`src/rtl/agc_loop_ctrl_if.sv`:
```
// -----------------------------------------------------------------------------
// agc_loop_ctrl_if
//   Bundle between the AGC loop controller and one AGC channel core.
//
//   Controller -> core : agc_tick_o      accumulator reset/start pulse
//                        agc_ce_o        accumulate enable
//                        agc_scale_o     scale value (17b unsigned)
//                        agc_offset_o    offset value (16b signed Q8.8)
//                        agc_scale_ce_o  scale load pulse
//                        agc_offset_ce_o offset load pulse
//                        agc_apply_o     apply pulse
//   Core -> controller : sq_accum_i      square accumulator (25b)
//                        gt_accum_i      greater-than count (21b)
//                        lt_accum_i      less-than count (21b)
//
//   Modports: master = loop controller, slave = AGC core.
// -----------------------------------------------------------------------------
interface agc_loop_ctrl_if;
    logic        agc_tick_o;
    logic        agc_ce_o;
    logic [16:0] agc_scale_o;
    logic [15:0] agc_offset_o;
    logic        agc_scale_ce_o;
    logic        agc_offset_ce_o;
    logic        agc_apply_o;
    logic [24:0] sq_accum_i;
    logic [20:0] gt_accum_i;
    logic [20:0] lt_accum_i;

    modport master (
        output agc_tick_o, agc_ce_o, agc_scale_o, agc_offset_o,
               agc_scale_ce_o, agc_offset_ce_o, agc_apply_o,
        input  sq_accum_i, gt_accum_i, lt_accum_i
    );

    modport slave (
        input  agc_tick_o, agc_ce_o, agc_scale_o, agc_offset_o,
               agc_scale_ce_o, agc_offset_ce_o, agc_apply_o,
        output sq_accum_i, gt_accum_i, lt_accum_i
    );
endinterface

```
`src/rtl/agc_loop_ctrl.sv`:
```
// -----------------------------------------------------------------------------
// agc_loop_ctrl
//   Closed-loop sequencer for one AGC channel core (aclk domain). Each
//   iteration: tick the core, hold accumulate enable for WINDOW_LEN cycles,
//   wait SETTLE_CYCLES, evaluate the accumulators, servo scale/offset with
//   saturating steps, pulse load then apply, and hold off HOLDOFF_CYCLES.
//
//   Ports:
//     aclk, aresetn      clock, asynchronous active-low reset
//     en_i               run continuously while high
//     single_i           run one iteration (accepted only when idle)
//     init_i             load scale/offset init values, clear lock (idle only)
//     scale_init_i       initial scale (17b unsigned)
//     offset_init_i      initial offset (16b signed Q8.8)
//     target_sq_i        target square-accumulator value
//     tol_sq_i           square tolerance half-width
//     deadband_i         allowed |gt-lt| before offset moves
//     scale_step_i       scale step magnitude
//     offset_step_i      offset step magnitude (Q8.8 LSB)
//     core               agc_loop_ctrl_if.master bundle to the AGC core
//     busy_o             high whenever not idle
//     iter_done_o        one-cycle pulse at the end of each iteration
//     locked_o           lock status
//     sat_cnt_o          saturation event count
//
//   Build option: AGC_LOOP_STATS_EN enables the sat_cnt_o counter;
//   without it sat_cnt_o is tied to zero.
// -----------------------------------------------------------------------------
module agc_loop_ctrl #(
    parameter int unsigned WINDOW_LEN     = 32768,
    parameter int unsigned SETTLE_CYCLES  = 8,
    parameter int unsigned HOLDOFF_CYCLES = 16,
    parameter int unsigned LOCK_COUNT     = 4
) (
    input  logic                aclk,
    input  logic                aresetn,
    input  logic                en_i,
    input  logic                single_i,
    input  logic                init_i,
    input  logic [16:0]         scale_init_i,
    input  logic [15:0]         offset_init_i,
    input  logic [24:0]         target_sq_i,
    input  logic [24:0]         tol_sq_i,
    input  logic [20:0]         deadband_i,
    input  logic [7:0]          scale_step_i,
    input  logic [7:0]          offset_step_i,
    agc_loop_ctrl_if.master     core,
    output logic                busy_o,
    output logic                iter_done_o,
    output logic                locked_o,
    output logic [15:0]         sat_cnt_o
);

    localparam int unsigned MAX_WS  = (WINDOW_LEN > SETTLE_CYCLES) ? WINDOW_LEN : SETTLE_CYCLES;
    localparam int unsigned MAX_CNT = (MAX_WS > HOLDOFF_CYCLES) ? MAX_WS : HOLDOFF_CYCLES;
    localparam int unsigned CW      = $clog2(MAX_CNT + 1);
    localparam int unsigned LW      = $clog2(LOCK_COUNT + 1);
    localparam logic [LW-1:0] LOCK_MAX = LW'(LOCK_COUNT);

    typedef enum logic [2:0] {
        ST_IDLE,
        ST_TICK,
        ST_ACCUM,
        ST_SETTLE,
        ST_EVAL,
        ST_LOAD,
        ST_APPLY,
        ST_HOLDOFF
    } state_t;

    state_t          state;
    logic [CW-1:0]   cnt;
    logic            tick_q, ce_q, scale_ce_q, offset_ce_q, apply_q;
    logic            busy_q, done_q, locked_q, moved_q;
    logic [16:0]     scale_q;
    logic [15:0]     offset_q;
    logic [LW-1:0]   lock_cnt;

    // servo arithmetic
    logic [25:0]     hi_sum;
    logic [24:0]     sq_hi, sq_lo;
    logic            sq_high, sq_low;
    logic [17:0]     scale_up;
    logic            scale_dn_ovf, scale_up_ovf;
    logic [16:0]     scale_nx;
    logic [21:0]     lt_plus_db, gt_plus_db;
    logic            off_dec, off_inc;
    logic [16:0]     off_ext, off_dn, off_up;
    logic            off_dn_ovf, off_up_ovf;
    logic [15:0]     offset_nx;
    logic            moved;
    logic [LW-1:0]   lock_cnt_nx;

    // The accumulators are only consumed while in EVAL, where the FSM
    // registers the resulting scale/offset; the core holds them stable
    // through SETTLE, so no separate snapshot registers are kept.
    always_comb begin
        hi_sum  = {1'b0, target_sq_i} + {1'b0, tol_sq_i};
        sq_hi   = hi_sum[25] ? '1 : hi_sum[24:0];
        sq_lo   = (target_sq_i > tol_sq_i) ? (target_sq_i - tol_sq_i) : '0;
        sq_high = core.sq_accum_i > sq_hi;
        sq_low  = core.sq_accum_i < sq_lo;

        scale_up     = {1'b0, scale_q} + {10'd0, scale_step_i};
        scale_dn_ovf = scale_q < {9'd0, scale_step_i};
        scale_up_ovf = scale_up[17];
        scale_nx     = scale_q;
        if (sq_high)
            scale_nx = scale_dn_ovf ? '0 : (scale_q - {9'd0, scale_step_i});
        else if (sq_low)
            scale_nx = scale_up_ovf ? '1 : scale_up[16:0];

        // 22-bit sums so a large deadband cannot wrap the comparison
        lt_plus_db = {1'b0, core.lt_accum_i} + {1'b0, deadband_i};
        gt_plus_db = {1'b0, core.gt_accum_i} + {1'b0, deadband_i};
        off_dec    = {1'b0, core.gt_accum_i} > lt_plus_db;
        off_inc    = {1'b0, core.lt_accum_i} > gt_plus_db;

        // one guard bit: result leaves 16-bit range when bits 16 and 15 differ
        off_ext    = {offset_q[15], offset_q};
        off_dn     = off_ext - {9'd0, offset_step_i};
        off_up     = off_ext + {9'd0, offset_step_i};
        off_dn_ovf = off_dn[16] != off_dn[15];
        off_up_ovf = off_up[16] != off_up[15];
        offset_nx  = offset_q;
        if (off_dec)
            offset_nx = off_dn_ovf ? 16'h8000 : off_dn[15:0];
        else if (off_inc)
            offset_nx = off_up_ovf ? 16'h7FFF : off_up[15:0];

        moved = (scale_nx != scale_q) || (offset_nx != offset_q);

        if (moved_q)
            lock_cnt_nx = '0;
        else if (lock_cnt >= LOCK_MAX)
            lock_cnt_nx = lock_cnt;
        else
            lock_cnt_nx = lock_cnt + LW'(1);
    end

    always_ff @(posedge aclk or negedge aresetn) begin
        if (!aresetn) begin
            state       <= ST_IDLE;
            cnt         <= '0;
            tick_q      <= 1'b0;
            ce_q        <= 1'b0;
            scale_ce_q  <= 1'b0;
            offset_ce_q <= 1'b0;
            apply_q     <= 1'b0;
            busy_q      <= 1'b0;
            done_q      <= 1'b0;
            locked_q    <= 1'b0;
            moved_q     <= 1'b0;
            scale_q     <= '0;
            offset_q    <= '0;
            lock_cnt    <= '0;
        end else begin
            tick_q      <= 1'b0;
            scale_ce_q  <= 1'b0;
            offset_ce_q <= 1'b0;
            apply_q     <= 1'b0;
            done_q      <= 1'b0;
            case (state)
                ST_IDLE: begin
                    if (init_i) begin
                        scale_q  <= scale_init_i;
                        offset_q <= offset_init_i;
                        lock_cnt <= '0;
                        locked_q <= 1'b0;
                    end else if (en_i || single_i) begin
                        state  <= ST_TICK;
                        tick_q <= 1'b1;
                        busy_q <= 1'b1;
                    end
                end
                ST_TICK: begin
                    state <= ST_ACCUM;
                    ce_q  <= 1'b1;
                    cnt   <= CW'(WINDOW_LEN - 1);
                end
                ST_ACCUM: begin
                    if (cnt == '0) begin
                        state <= ST_SETTLE;
                        ce_q  <= 1'b0;
                        cnt   <= CW'(SETTLE_CYCLES - 1);
                    end else begin
                        cnt <= cnt - CW'(1);
                    end
                end
                ST_SETTLE: begin
                    if (cnt == '0)
                        state <= ST_EVAL;
                    else
                        cnt <= cnt - CW'(1);
                end
                ST_EVAL: begin
                    scale_q     <= scale_nx;
                    offset_q    <= offset_nx;
                    moved_q     <= moved;
                    state       <= ST_LOAD;
                    scale_ce_q  <= 1'b1;
                    offset_ce_q <= 1'b1;
                end
                ST_LOAD: begin
                    state    <= ST_APPLY;
                    apply_q  <= 1'b1;
                    done_q   <= 1'b1;
                    lock_cnt <= lock_cnt_nx;
                    locked_q <= lock_cnt_nx >= LOCK_MAX;
                end
                ST_APPLY: begin
                    state <= ST_HOLDOFF;
                    cnt   <= CW'(HOLDOFF_CYCLES - 1);
                end
                ST_HOLDOFF: begin
                    if (cnt == '0) begin
                        if (en_i) begin
                            state  <= ST_TICK;
                            tick_q <= 1'b1;
                        end else begin
                            state  <= ST_IDLE;
                            busy_q <= 1'b0;
                        end
                    end else begin
                        cnt <= cnt - CW'(1);
                    end
                end
                default: begin
                    state  <= ST_IDLE;
                    ce_q   <= 1'b0;
                    busy_q <= 1'b0;
                end
            endcase
        end
    end

`ifdef AGC_LOOP_STATS_EN
    logic [15:0] sat_cnt_q;
    logic        sat_evt;

    assign sat_evt = (sq_high && scale_dn_ovf) || (sq_low && scale_up_ovf) ||
                     (off_dec && off_dn_ovf)   || (off_inc && off_up_ovf);

    always_ff @(posedge aclk or negedge aresetn) begin
        if (!aresetn)
            sat_cnt_q <= '0;
        else if (state == ST_IDLE && init_i)
            sat_cnt_q <= '0;
        else if (state == ST_EVAL && sat_evt && sat_cnt_q != '1)
            sat_cnt_q <= sat_cnt_q + 16'd1;
    end

    assign sat_cnt_o = sat_cnt_q;
`else
    assign sat_cnt_o = '0;
`endif

    assign core.agc_tick_o      = tick_q;
    assign core.agc_ce_o        = ce_q;
    assign core.agc_scale_o     = scale_q;
    assign core.agc_offset_o    = offset_q;
    assign core.agc_scale_ce_o  = scale_ce_q;
    assign core.agc_offset_ce_o = offset_ce_q;
    assign core.agc_apply_o     = apply_q;
    assign busy_o               = busy_q;
    assign iter_done_o          = done_q;
    assign locked_o             = locked_q;

endmodule

```
`src/flat_wrapper.sv`:
```
// flat-port wrapper written by rule: the top's interface ports become plain ports
module agc_loop_ctrl_flat 
#(
    parameter int unsigned WINDOW_LEN     = 32768,
    parameter int unsigned SETTLE_CYCLES  = 8,
    parameter int unsigned HOLDOFF_CYCLES = 16,
    parameter int unsigned LOCK_COUNT     = 4
)
  (aclk, aresetn, en_i, single_i, init_i, scale_init_i, offset_init_i, target_sq_i, tol_sq_i, deadband_i, scale_step_i, offset_step_i, busy_o, iter_done_o, locked_o, sat_cnt_o, core_agc_tick_o, core_agc_ce_o, core_agc_scale_o, core_agc_offset_o, core_agc_scale_ce_o, core_agc_offset_ce_o, core_agc_apply_o, core_sq_accum_i, core_gt_accum_i, core_lt_accum_i);
  agc_loop_ctrl_if core_i ();
  input  logic aclk;
  input  logic aresetn;
  input  logic en_i;
  input  logic single_i;
  input  logic init_i;
  input  logic [16:0] scale_init_i;
  input  logic [15:0] offset_init_i;
  input  logic [24:0] target_sq_i;
  input  logic [24:0] tol_sq_i;
  input  logic [20:0] deadband_i;
  input  logic [7:0] scale_step_i;
  input  logic [7:0] offset_step_i;
  output logic busy_o;
  output logic iter_done_o;
  output logic locked_o;
  output logic [15:0] sat_cnt_o;
  output wire logic [$bits(core_i.agc_tick_o)-1:0] core_agc_tick_o;
  output wire logic [$bits(core_i.agc_ce_o)-1:0] core_agc_ce_o;
  output wire logic [$bits(core_i.agc_scale_o)-1:0] core_agc_scale_o;
  output wire logic [$bits(core_i.agc_offset_o)-1:0] core_agc_offset_o;
  output wire logic [$bits(core_i.agc_scale_ce_o)-1:0] core_agc_scale_ce_o;
  output wire logic [$bits(core_i.agc_offset_ce_o)-1:0] core_agc_offset_ce_o;
  output wire logic [$bits(core_i.agc_apply_o)-1:0] core_agc_apply_o;
  input wire logic [$bits(core_i.sq_accum_i)-1:0] core_sq_accum_i;
  input wire logic [$bits(core_i.gt_accum_i)-1:0] core_gt_accum_i;
  input wire logic [$bits(core_i.lt_accum_i)-1:0] core_lt_accum_i;
  assign core_agc_tick_o = core_i.agc_tick_o;
  assign core_agc_ce_o = core_i.agc_ce_o;
  assign core_agc_scale_o = core_i.agc_scale_o;
  assign core_agc_offset_o = core_i.agc_offset_o;
  assign core_agc_scale_ce_o = core_i.agc_scale_ce_o;
  assign core_agc_offset_ce_o = core_i.agc_offset_ce_o;
  assign core_agc_apply_o = core_i.agc_apply_o;
  assign core_i.sq_accum_i = core_sq_accum_i;
  assign core_i.gt_accum_i = core_gt_accum_i;
  assign core_i.lt_accum_i = core_lt_accum_i;
  agc_loop_ctrl #(.WINDOW_LEN(WINDOW_LEN), .SETTLE_CYCLES(SETTLE_CYCLES), .HOLDOFF_CYCLES(HOLDOFF_CYCLES), .LOCK_COUNT(LOCK_COUNT)) u_core (.aclk(aclk), .aresetn(aresetn), .en_i(en_i), .single_i(single_i), .init_i(init_i), .scale_init_i(scale_init_i), .offset_init_i(offset_init_i), .target_sq_i(target_sq_i), .tol_sq_i(tol_sq_i), .deadband_i(deadband_i), .scale_step_i(scale_step_i), .offset_step_i(offset_step_i), .core(core_i), .busy_o(busy_o), .iter_done_o(iter_done_o), .locked_o(locked_o), .sat_cnt_o(sat_cnt_o));
endmodule
```
`config.mk`:
```
export PLATFORM = sky130hd
export DESIGN_NAME = agc_loop_ctrl_flat
export DESIGN_NICKNAME = d
export VERILOG_FILES = /design/src/rtl/agc_loop_ctrl_if.sv /design/src/rtl/agc_loop_ctrl.sv /design/src/flat_wrapper.sv
export SDC_FILE = /design/constraint.sdc
export NUM_CORES = 1
export LEC_CHECK = 0
export BUFFER_PORTS_ARGS = -buffer_cell sky130_fd_sc_hd__buf_2
export CAP_MARGIN = 40
export CORE_MARGIN = 5
export CORE_UTILIZATION = 50
export DETAILED_ROUTE_END_ITERATION = 8
export PLACE_DENSITY = 0.73
export SKIP_LAST_GASP = 1
export SLEW_MARGIN = 5
export SYNTH_ARGS = -nofsm -noshare
export SYNTH_HDL_FRONTEND = slang
export SYNTH_SLANG_ARGS = --single-unit
```
`constraint.sdc`:
```
create_clock -name aclk -period 6 [get_ports aclk]
set_input_delay 0.6 -clock aclk [delete_from_list [all_inputs] [get_ports aclk]]
set_output_delay 0.6 -clock aclk [all_outputs]
set_load 0.005 [all_outputs]
```
# After elaboration in Yosys (flattened, before gate mapping)
# Cells that the tools add are included.
[totals]
ram_bits = 0
latchBits = 0
memories = 0
output_inout_bits = 57
reg_bits = 62
mem_bits_ro = 0
[op_classes]
mux = 44
n_reduce_logical = 16
n_eq_ne = 19
addsub = 10
n_bitwise = 0
shifts = 0
order_cmp = 8
mul = 0
div_mod_pow = 0
[ops]
columns = ["operator", "n"]
rows = [
  ["$mux W16", 7],
  ["$mux W17", 5],
  ["$pmux W16 S4", 1],
  ["$gt A25 B25 Y1", 2],
  ["$mux W25", 2],
  ["$add A21 B21 Y22", 2],
  ["$gt A21 B22 Y1", 2],
  ["$pmux W17 S2", 1],
  ["$pmux W16 S2", 1],
  ["$add A25 B25 Y26", 1],
  ["$lt A25 B25 Y1", 1],
  ["$sub A25 B25 Y25", 1],
  ["$mux W3", 8],
  ["$pmux W3 S8", 1],
  ["$add A17 B8 Y18", 1],
  ["$add A16 B9 Y17", 1],
  ["$lt A17 B8 Y1", 1],
  ["$ne A17 B17 Y1", 1],
  ["$sub A16 B9 Y17", 1],
  ["$sub A17 B8 Y17", 1],
  ["$logic_not A16 Y1", 1],
  ["$ne A16 B16 Y1", 1],
  ["$sub A16 B1 Y16 const B", 1],
  ["$mux W1", 13],
  ["17 further kinds", 40],
]

# Logic depth before layout (Yosys ltp)
[depth]
word_depth = 7
ltp_mapped = 29
mapped_depth_nobuf = 26

# Least setup slack after synthesis
# Ideal clock, no wire load.
[synth_path]
path_type = "input to register"
from = "input port target_sq_i[0]"
to = "register u_core.moved_q"
slack_ps = 555
t_required_ps = 5864
t_arrival_ps = 5310
path_stages = 25
setup_ps = 136
path_cell_list = "ha_1 -> fa_1 -> nand2b_1 -> a21oi_1 -> o21ba_2 -> nand2b_4 -> a31oi_1 -> a21boi_1 -> o41a_1 -> a2111oi_2 -> o21bai_1 -> and3_1 -> nor4_1 -> ha_1 -> a21o_1 -> a21o_1 -> a21oi_1 -> o21ai_0 -> o21a_1 -> buf_2 -> nand2_1 -> o21ai_0 -> or4b_1 -> nor4_1 -> a31oi_1"
[synth_between]
elab_chain_len = 7
[synth_lines]
columns = ["element", "line", "source"]
rows = [
  ["start, declared", "flat_wrapper.sv:18", "input logic [24:0] target_sq_i;"],
  ["$sub A25 B25 Y25 / $gt A25 B25 Y1 (equally long branches)", "agc_loop_ctrl.sv:100", "sq_lo = (target_sq_i > tol_sq_i) ? (target_sq_i - tol_sq_i) : '0;"],
  ["$mux W25", "agc_loop_ctrl.sv:100", ""],
  ["$lt A25 B25 Y1", "agc_loop_ctrl.sv:102", "sq_low = core.sq_accum_i < sq_lo;"],
  ["$mux W17", "agc_loop_ctrl.sv:110", "else if (sq_low)"],
  ["$mux W17 *", "agc_loop_ctrl.sv:108", "if (sq_high)"],
  ["$ne A17 B17 Y1 *", "agc_loop_ctrl.sv:131", "moved = (scale_nx != scale_q) || (offset_nx != offset_q);"],
  ["$logic_or A1 B1 Y1 *", "agc_loop_ctrl.sv:131", ""],
  ["end signal, assigned", "agc_loop_ctrl.sv:199", "moved_q <= moved;"],
  ["end, declared", "agc_loop_ctrl.sv:74", "logic busy_q, done_q, locked_q, moved_q;"],
]
# Mark *: on every way between the ends. The rest lies on a longest branch, timed or not.
# A chain may end at the register's enable or synchronous reset.

# Final worst setup path
# Same ends and word-level chain as after synthesis.

==> flow_summary.ini <==
[run_status]
status = complete, no violations

[pwr]
p_per_area_nw_per_um2 = 356
p_seq_share_pct = 17.8
switching_share_pct = 52.0
p_int_mw = 2.65
peakVddDrop_v = 0.000229
clock_power_share_pct = 10.1
total_power_mw = 5.52
switchingPower_mw = 2.87
p_leak_nw = 7.50
combinationalPowerShare_pct = 72.1

[grt]
grt_pass1_vias = 13700
antenna_found_initial = 10
gr-total-overflow = 0
grt_max_degree = 53
grt_use_total_pct = 25.9
grt_pass1_wl_mm = 67.1

[routing]
num_vias = 14500
final_antenna_net_count = 0
vias_per_cell = 6.02
drc = 0
routed_wl_mm = 41.2
drt_pass1_iterations = 8
drtIter0Drc = 1240
routedWlPerCell_um = 17.2

[timing]
clock-skew-final_ns = 0.00740
fmax_ghz = 0.174
min_period_over_period_pct = 95.8
fin_ws_ns = 0.255
hold_ws_ns = 0.143
tightest_slew_ns = 0.818
fin_tns_setup_ns = 0
slew_headroom_pct = 45.4
rsz0062_at_grt = yes
hold_viol_final = 0
timing.final.crit_period_ns = 5.75
setup_viol = 0
maxSlewViolCount = 0

[floorplan]
coreArea_sq_um = 26700
die_h_um = 174
io_pins = 249
fp.dieW_um = 174
die-area_sq_um = 30300
start_util_pct = 50.3
num_rows = 60

[synth]
ys_ff_latch = 61
yosysUniqueCellTypes = 99
synthCells = 1831
synth.top_cell.area_share_pct = 20.8
synth.avg_cell_area_sq_um = 7.35
yosys_warnings = 0
ys_seq_area_share_pct = 11.3
synth-async-reset-ratio_pct = 100
synth_ff_type = dfrtp_1
synth_largest_area_cell = ha_1
synth_area_sq_um = 13500
synth_edf_count = 0
synthTopCellsByArea = ha_1, dfrtp_1, a21oi_1

[worst_setup_path]
cp_max_fo = 8
worstSetupStartpointType = input port
cp.arrival_ns = 5.95
critical_path_class = input port to flip-flop
required_ns = 6.20
cpMaxStageDelayCell = o41a_1
critPathMaxStageDelay_ns = 0.48
cp-end-kind = flip-flop

[clock_network]
cts-root-buf = clkbuf_16
cts_buffer_depth = 2
cts_made_buffers = 9
cts.sinks = 61
clk-insertion-delay-late_ns = 0.33
cts_tree = built
path_clk_slew_ns = 0.06
htreeDepth = 3

[place]
portBuffers = 232
gp_congestion = 0.930
place_ws_ns = -0.148
hpwl_mm = 33.7

[cells_and_area]
nFillCells = 2524
area_growth_pct = 15.0
layout-drive-gt1-share_pct = 17.3
nets = 2470
final_core_util_pct = 57.9

[job]
drv_cap = 0

[min_path]
hp-class = input port to async pin
[power by group through the flow]
| stage | Combinational [mW] | Clock [mW] | Sequential (mW) |
|---|---|---|---|
| after floorplan | 2.95 | 0 | 0.795 |
| after global placement | 3.81 | 0 | 0.966 |
| after detailed placement | 3.88 | 0 | 0.974 |
| after CTS | 3.91 | 0.567 | 0.969 |
| after global routing | 4.43 | 0.586 | 1.02 |
| final | 3.98 | 0.557 | 0.983 |
[placed cells by master (no fill, tap or decap), types with 11 or more instances in the layout]
master | netlist | layout
inv_1 | 119 | 119
nand4_1 | 23 | 23
o21a_1 | 22 | 21
nand2b_1 | 38 | 38
nand3_1 | 51 | 51
xnor2_1 | 65 | 65
or3_1 | 18 | 18
nor3_1 | 64 | 63
a21o_1 | 63 | 63
a221oi_1 | 11 | 11
a31oi_1 | 17 | 15
o21bai_1 | 17 | 15
o21ai_0 | 128 | 127
a211oi_1 | 26 | 26
ha_1 | 224 | 224
a22oi_1 | 24 | 24
buf_4 | 20 | 48
buf_2 | 20 | 232
nor2_1 | 165 | 162
nand2_1 | 133 | 133
dfrtp_1 | 61 | 61
and3_1 | 19 | 19
conb_1 | 1 | 16
a21oi_1 | 149 | 148
nor2b_1 | 26 | 26
xor2_1 | 43 | 43
[path summary, 6_finish.rpt]
check / startpoint / end / slack (ns) / cells past startpoint
setup / recovery: target_sq_i[0] / u_core.moved_q / 0.25 / 29
hold / removal: aresetn / u_core.core.agc_scale_o[0] / 0.14 / 1
setup reg to reg: u_core.core.agc_offset_o[1] / u_core.moved_q / 0.57 / 22
hold reg to reg: u_core.cnt[15] / u_core.cnt[15] / 0.51 / 1
max in group asynchronous: aresetn / u_core.core.agc_offset_o[3] / 4.85 / 2
min in group aclk: offset_init_i[0] / u_core.core.agc_offset_o[0] / 0.51 / 2
[registers in the layout, summed over array words and instances (netlist names)]
signal	count
u_core.moved_q	1
u_core.locked_o	1
u_core.core.agc_ce_o	1
u_core.state	3
u_core.core.agc_scale_ce_o	1
u_core.busy_o	1
u_core.core.agc_offset_o	16
u_core.cnt	16
u_core.core.agc_scale_o	17
u_core.core.agc_tick_o	1
u_core.lock_cnt	2
u_core.core.agc_apply_o	1
[cell type report]
| class | count | area, sq um | area share [%] |
|---|---|---|---|
| Clock buffer | 10 | 229 | 1.48 |
| Tap cell | 341 | 427 | 2.76 |
| Timing Repair Buffer | 283 | 1580 | 10.2 |
| Inverter | 121 | 454 | 2.93 |
| Sequential cell | 61 | 1530 | 9.86 |
| Antenna cell | 10 | 25.0 | 0.162 |
| Clock inverter | 6 | 87.6 | 0.566 |
| Multi-Input combinational cell | 1570 | 11200 | 72.1 |
[per-stage QoR]
| step | instance area [sq um] | instances |
|---|---|---|
| global placement | 15000 | 2374 |
| finish | 15500 | 2402 |
| CTS | 15400 | 2391 |
| detailed placement | 15000 | 2375 |
| global route | 15500 | 2402 |
| floorplan | 13500 | 1846 |
[critical path: cells and delay by family]
kind                       cells  cell delay [ns]
AOI/OAI and AO/OA             16             3.06
adders and majority gates      3             0.88
and+or+nand+nor                5             0.71
buffers and inverters          4             0.58
xor gates and xnor gates       1             0.12
[synth_stat cells (23+ instances only)]
master and n:
a21o_1 63, nand2b_1 38, a22oi_1 24, xor2_1 43, clkbuf_1 48, xnor2_1 65, nor2_1 165, ha_1 224
nand4_1 23, a21oi_1 149, nor3_1 64, inv_1 119, nand2_1 133, nor2b_1 26, dfrtp_1 61, o21ai_0 128
a211oi_1 26, nand3_1 51
[repair_timing]
| item | in CTS | in global routing |
|---|---|---|
| hold buffers | 0 | 0 |
| setup buffers | 0 | 1 |
| resized for setup | 0 | 16 |
| endpoints found under the setup margin | 0 | 4 |
[metal layers]
metal | global-route usage (%) | wire, um | vias to the layer above
li1 | - | - | 7106
met1 | 35.5 | 18300 | 6707
met2 | 42.7 | 18900 | 575
met3 | 3.20 | 2760 | 82
met4 | 8.15 | 1230 | 0
met5 | 0 | 0 | -
[logic make-up (layout without fill, tap and decap cells)]
group	Yosys count	in the layout	share of synthesized area, %
mux	12	12	0.930
other cells	1	26	0.0279
simple gates	608	608	22.4
buf+inv	215	420	6.85
xor+xnor	108	108	7.03
compound gates	594	594	29.3
fa+ha+maj	232	232	22.0
flops	61	61	11.3
Note: power is estimated with default switching activity, not from simulation.
